## config.mk

```make
export PLATFORM = sky130hd
export DESIGN_NAME = led_colour_seq
export DESIGN_NICKNAME = d
export VERILOG_FILES = /design/src/rtl/led_pkg.sv /design/src/rtl/led_channel_step.sv /design/src/rtl/led_colour_seq.sv
export SDC_FILE = /design/constraint.sdc
export NUM_CORES = 1
export LEC_CHECK = 0
export CAP_MARGIN = 5
export CORE_UTILIZATION = 58
export CTS_CLUSTER_DIAMETER = 100
export DETAILED_ROUTE_END_ITERATION = 8
export DONT_BUFFER_PORTS = 1
export PLACE_DENSITY_LB_ADDON = 0.1
export SYNTH_ARGS = -nofsm -noshare
export SYNTH_HDL_FRONTEND = slang
export SYNTH_SLANG_ARGS = --single-unit
```

## constraint.sdc

```tcl
create_clock -name clk -period 2.25 [get_ports clk]
set_input_delay 0.3375 -clock clk [delete_from_list [all_inputs] [get_ports clk]]
set_output_delay 0.3375 -clock clk [all_outputs]
set_load 0.05 [all_outputs]
```

## src/rtl/led_pkg.sv

```systemverilog
// Shared constants for the LED colour sequencer: step direction encoding
// and the default colour-code geometry.
package led_pkg;

  localparam logic DIR_UP   = 1'b0;
  localparam logic DIR_DOWN = 1'b1;

  localparam int DEF_CH       = 2;
  localparam int DEF_WIDTH    = 3;
  localparam int DEF_MIN_VAL  = 1;
  localparam int DEF_MAX_VAL  = 6;
  localparam int DEF_AUTO_DIV = 4;

endpackage

```

## src/rtl/led_channel_step.sv

```systemverilog
// One LED channel: holds its colour code and steps it up or down through
// [MIN_VAL, MAX_VAL] on request, pulsing wrap when the range rolls over.
module led_channel_step
  import led_pkg::*;
#(
  parameter int WIDTH   = DEF_WIDTH,
  parameter int MIN_VAL = DEF_MIN_VAL,
  parameter int MAX_VAL = DEF_MAX_VAL
) (
  input  logic             clk,
  input  logic             rst,
  input  logic             adv,
  input  logic             dir,
  output logic [WIDTH-1:0] colour,
  output logic             wrap
);

  localparam logic [WIDTH-1:0] MIN_C = WIDTH'(MIN_VAL);
  localparam logic [WIDTH-1:0] MAX_C = WIDTH'(MAX_VAL);

  logic [WIDTH-1:0] colour_q, colour_d;
  logic             wrap_q, wrap_d;

  // Next colour and wrap flag for a single step in the requested direction.
  always_comb begin
    // NOTE: every output of this block gets a default first so no path
    // leaves it unassigned, which would otherwise infer a latch.
    colour_d = colour_q;
    wrap_d   = 1'b0;
    if (adv) begin
      if (colour_q < MIN_C || colour_q > MAX_C) begin
        // Off (0) or any illegal code enters the range without a wrap.
        colour_d = (dir == DIR_UP) ? MIN_C : MAX_C;
      end else if (dir == DIR_UP) begin
        if (colour_q == MAX_C) begin
          colour_d = MIN_C;
          wrap_d   = 1'b1;
        end else begin
          colour_d = colour_q + WIDTH'(1);
        end
      end else begin
        if (colour_q == MIN_C) begin
          colour_d = MAX_C;
          wrap_d   = 1'b1;
        end else begin
          colour_d = colour_q - WIDTH'(1);
        end
      end
    end
  end

  // Colour and wrap registers with synchronous reset to the off state.
  always_ff @(posedge clk) begin
    // NOTE: state registers use non-blocking assignments so every flop
    // samples the pre-edge values, independent of statement order.
    if (rst) begin
      colour_q <= '0;
      wrap_q   <= 1'b0;
    end else begin
      colour_q <= colour_d;
      wrap_q   <= wrap_d;
    end
  end

  assign colour = colour_q;
  assign wrap   = wrap_q;

endmodule

```

## src/rtl/led_colour_seq.sv

```systemverilog
// Multi-channel LED colour sequencer: a shared prescaler produces a periodic
// auto-advance tick; each channel steps on its button or on the tick.
module led_colour_seq
  import led_pkg::*;
#(
  parameter int CH       = DEF_CH,
  parameter int WIDTH    = DEF_WIDTH,
  parameter int MIN_VAL  = DEF_MIN_VAL,
  parameter int MAX_VAL  = DEF_MAX_VAL,
  parameter int AUTO_DIV = DEF_AUTO_DIV
) (
  input  logic                clk,
  input  logic                rst,
  input  logic [CH-1:0]       button,
  input  logic                dir,
  input  logic                auto_en,
  output logic [CH*WIDTH-1:0] colour,
  output logic [CH-1:0]       wrap
);

  localparam int               CNT_W    = $clog2(AUTO_DIV);
  localparam logic [CNT_W-1:0] CNT_LAST = CNT_W'(AUTO_DIV - 1);

  logic [CNT_W-1:0] cnt_q, cnt_d;
  logic             tick;

  // Tick on the last prescaler count; the counter parks at 0 while disabled.
  always_comb begin
    tick  = auto_en && (cnt_q == CNT_LAST);
    cnt_d = '0;
    if (auto_en && !tick) begin
      cnt_d = cnt_q + CNT_W'(1);
    end
  end

  // Prescaler register, cleared by reset so progress is discarded.
  always_ff @(posedge clk) begin
    if (rst) begin
      cnt_q <= '0;
    end else begin
      cnt_q <= cnt_d;
    end
  end

  // Button and tick are OR-ed so a coincident pair still makes one step.
  for (genvar i = 0; i < CH; i++) begin : g_ch
    led_channel_step #(
      .WIDTH  (WIDTH),
      .MIN_VAL(MIN_VAL),
      .MAX_VAL(MAX_VAL)
    ) u_step (
      .clk   (clk),
      .rst   (rst),
      .adv   (button[i] | tick),
      .dir   (dir),
      .colour(colour[i*WIDTH +: WIDTH]),
      .wrap  (wrap[i])
    );
  end

endmodule

```

==> results.md <==
Placement:
- The count of port buffers added during placement is 0.
- The final weighted congestion of routability-driven global placement is 0.8102.
- Summed over all nets, the half-perimeter wirelength after detailed placement is around 1.2 mm.

Synth:
- After synthesis, the share of flip-flops with an asynchronous set or reset is 0.
- The count of mapped cells out of synthesis is 99.
- The synthesized netlist contains 34 unique library cells.
- The net count after synthesis is 114.
- The number of synthesized flops with an enable pin is 0.
- In this run, synthesis produced a sequential element count of 10.
- After synthesis the cells add up to around 800 um^2.
- The mean post-synth cell area is between 8 and 9 um^2.
- The share of the Yosys chip area taken by registers is 0.2500.
- The yosys synthesis warning count is 0.
- The most used flip-flop cell after synthesis is sky130_fd_sc_hd__dfxtp_1.

Global routing:
- The initial antenna violation count is 0.
- The first global-routing pass estimated approximately 2.6 mm of wire.
- The number of global-route vias before repair was slightly below 600.
- The aggregate global-route resource usage is 0.2583.
- The sum of overflow across all layers after global routing is 0.
- The largest net degree at the start of global routing is 24.

CTS:
- The tree is rooted in a sky130_fd_sc_hd__clkbuf_4.
- The number of buffers added by the clock tree synthesis step is 3.
- After clock tree synthesis, the flow added hold-fix buffers numbering 0.
- The clock insertion delay at the later pin of the skew report is ~270 ps.
- The clock passes through at most 2 buffers.
- CTS built an H-tree with a depth of 1.
- The TritonCTS clock tree is done.
- The TritonCTS sink count is 10.
- Once the clock tree was built, the resizer swapped 0 gates to a different size.
- Post-CTS timing repair inserted 0 buffers for setup.
- The clock-pin transition on the worst setup and hold timing paths is ~70 ps.

Drt:
- The total wire length is 1.635 mm.
- In the final routed layout, each cell accounts on average for 13.97 um.
- The via count normalized by instance count is 6.145.
- In the routed design, unresolved DRC markers number 0.
- The detailed router finished its first iteration with 21 violations.
- The count of nets left with antenna violations once routing finished came out at 0.
- The total number of vias is approximately 720.
- For this run, the detailed router's first-pass iteration total came to 4.

Critical path:
- The startpoint identified for the worst register-to-register timing path is g_ch[1].u_step.colour[0].
- STA classifies the critical path startpoint as a flip-flop.
- Traced cell by cell, the critical path runs through inv_1 > ha_1 > and3b_4 > nor2_2 > o211a_1 > o31a_1.
- The data required time at the worst endpoint is 2410 ps.
- The worst setup path is captured at a flip-flop.
- The launching element of the worst setup path is g_ch[1].u_step.colour[0].
- The top fanout value on the critical path is 10.
- The master of the slowest instance on the critical path is sky130_fd_sc_hd__dfxtp_1.
- The type of the setup path with the least slack is reg2reg.
- Data on the critical path arrives at its endpoint at about 1900 ps.
- The largest single stage delay on the critical path is between 500 and 600 ps.

STA:
- The transition time at the pin with the least slew margin is 692.3 ps.
- The final worst-path cycle share is 0.7769.
- The final setup violation count is 0.
- The number of pins with negative max-slew slack in the final report is 0.
- Setup repair after global routing left no endpoint under its margin.
- The number of hold violations in the final report is 0.
- The smallest clock period supported by the final layout is computed as 1748 ps.
- Summed over all failing endpoints, the final setup total negative slack is 0 ps.
- The maximum achievable frequency is approximately 570 MHz.
- Measured against its own limit, the worst slew margin works out to 0.5378.
- The largest clock skew in the final design is between 4 and 5 ps.

Floorplan:
- For this configuration, the core starts out at a cell density of 0.6232.
- The chip height is 39.16 um.
- The width of the die is approximately 39 um.
- The total area inside the core boundary comes to ~0.0013 mm^2.
- The die area is between 0.0015 and 0.002 mm^2.
- The floorplan has 13 rows.
- The I/O pin count is 14.

Pwr:
- The maximum ir drop on the vdd rail is a little over 0.3 mV.
- The leakage power of the design is between 0.0003 and 0.0004 uW.
- The power per cell area is around 680 mW/mm^2.

Final layout:
- The final net count is approximately 120.
- The number of antenna repair diodes is 0.
- The layout has 122 filler cells.
- The utilization after layout is 0.6621.
- Of the cells placed in the final design, the portion with a size suffix greater than 1 is 0.1176.
- The sequential cell area is roughly 200 um^2.
- The total area of multi-input combinational cells is ~530 um^2.
- Relative to the synthesized area, the layout overhead comes to 6.250%.

Outcome:
- The flow ran to the end, and the final reports show no timing, DRC or antenna violations.

Hold path:
- The worst hold path belongs to the class in2reg.
- The startpoint identified for the worst hold timing path is rst.

Run:
- The number of max-capacitance violations reported is 0.
-- synth_stat cells, types with 2 or more instances --
master | instances | area [um^2]
sky130_fd_sc_hd__dfxtp_1 | 10 | 200.2
sky130_fd_sc_hd__ha_1 | 9 | 112.6
sky130_fd_sc_hd__a21oi_1 | 8 | 40.04
sky130_fd_sc_hd__inv_1 | 8 | 30.03
sky130_fd_sc_hd__o21ai_0 | 8 | 40.04
sky130_fd_sc_hd__nor2_1 | 6 | 22.52
sky130_fd_sc_hd__nand2_1 | 5 | 18.77
sky130_fd_sc_hd__nor2b_1 | 5 | 31.28
sky130_fd_sc_hd__nor3_1 | 5 | 25.02
sky130_fd_sc_hd__buf_4 | 3 | 22.52
sky130_fd_sc_hd__nand3b_1 | 3 | 22.52
sky130_fd_sc_hd__o31ai_1 | 3 | 22.52
sky130_fd_sc_hd__o21ai_1 | 2 | 10.01
sky130_fd_sc_hd__o21bai_1 | 2 | 15.01
sky130_fd_sc_hd__o221ai_1 | 2 | 17.52
sky130_fd_sc_hd__o31a_1 | 2 | 17.52
-- cell type report --
type                            instances  area share
Multi-Input combinational cell         75      0.6206
Sequential cell                        10      0.2353
Timing Repair Buffer                    5     0.04412
Clock buffer                            4     0.04265
Inverter                                8     0.03529
Tap cell                               15     0.02206
-- kinds of logic (layout without fill, tap and decap cells) --
kind of cell / Yosys count / after routing / synth area share
AO/OA/AOI/OAI: 35 / 35 / 0.2953
adder cells (fa/ha/maj): 9 / 9 / 0.1406
buffers and inverters: 14 / 17 / 0.09061
flip-flops: 10 / 10 / 0.2500
AND/OR/NAND/NOR: 31 / 31 / 0.2234
-- final timing paths --
kind,end,slack (ps),cells past startpoint
setup / recovery,g_ch[1].u_step.colour[2],500,6
hold / removal,cnt_q[1],130,1
setup reg to reg,g_ch[1].u_step.colour[2],500,6
hold reg to reg,cnt_q[0],430,1
-- per-stage QoR --
step	cell area, um^2	cells	hold slack, ps	total power [uW]	setup slack [ps]
2_1_floorplan	800.8	99	408.1	379.8	272.8
3_3_place_gp	814.5	113	417.9	408.3	570.9
3_5_place_dp	814.5	113	420.1	411.8	512.3
4_1_cts	850.8	117	134.3	576.0	506.9
5_1_grt	850.8	117	122.4	614.6	378.0
6_report	850.8	117	132.6	578.0	502.1
-- critical path: cells and delay by family, from the launching register on --
family	cells	cell delay [ps]
AO/OA/AOI/OAI	2	370
adder cells (fa/ha/maj)	1	260
buffers and inverters	1	110
flip-flops	1	510
AND/OR/NAND/NOR	2	390
-- layer usage --
layer  vias to the layer above  global-route usage  share of wire
met5                         -                   0              0
met2                        23              0.3542           0.41
met4                         0              0.1293          0.020
li1                        371                   -              -
met3                         5             0.05780          0.056
met1                       320              0.3677           0.51
-- flip-flops by register name, indices dropped and copies added, names as in the netlist --
name	cells
cnt_q	2
g_ch.u_step.wrap	2
g_ch.u_step.colour	6
-- cell usage in the layout (no fill, tap or decap), types with 2 or more instances in the layout --
master,n
sky130_fd_sc_hd__dfxtp_1,10
sky130_fd_sc_hd__ha_1,9
sky130_fd_sc_hd__inv_1,8
sky130_fd_sc_hd__a21oi_1,8
sky130_fd_sc_hd__o21ai_0,8
sky130_fd_sc_hd__nor2_1,6
sky130_fd_sc_hd__nor3_1,5
sky130_fd_sc_hd__nand2_1,5
sky130_fd_sc_hd__nor2b_1,5
sky130_fd_sc_hd__buf_4,5
sky130_fd_sc_hd__nand3b_1,3
sky130_fd_sc_hd__o31ai_1,3
sky130_fd_sc_hd__clkbuf_4,3
sky130_fd_sc_hd__o21ai_1,2
sky130_fd_sc_hd__o221ai_1,2
sky130_fd_sc_hd__o31a_1,2
sky130_fd_sc_hd__o21bai_1,2
-- where the power goes --
part           switching [uW]  internal, uW
registers                27.9           191
clock network            69.6          98.3
logic                     117          74.5
total                     214           364
(Power assumes the default switching activity.)
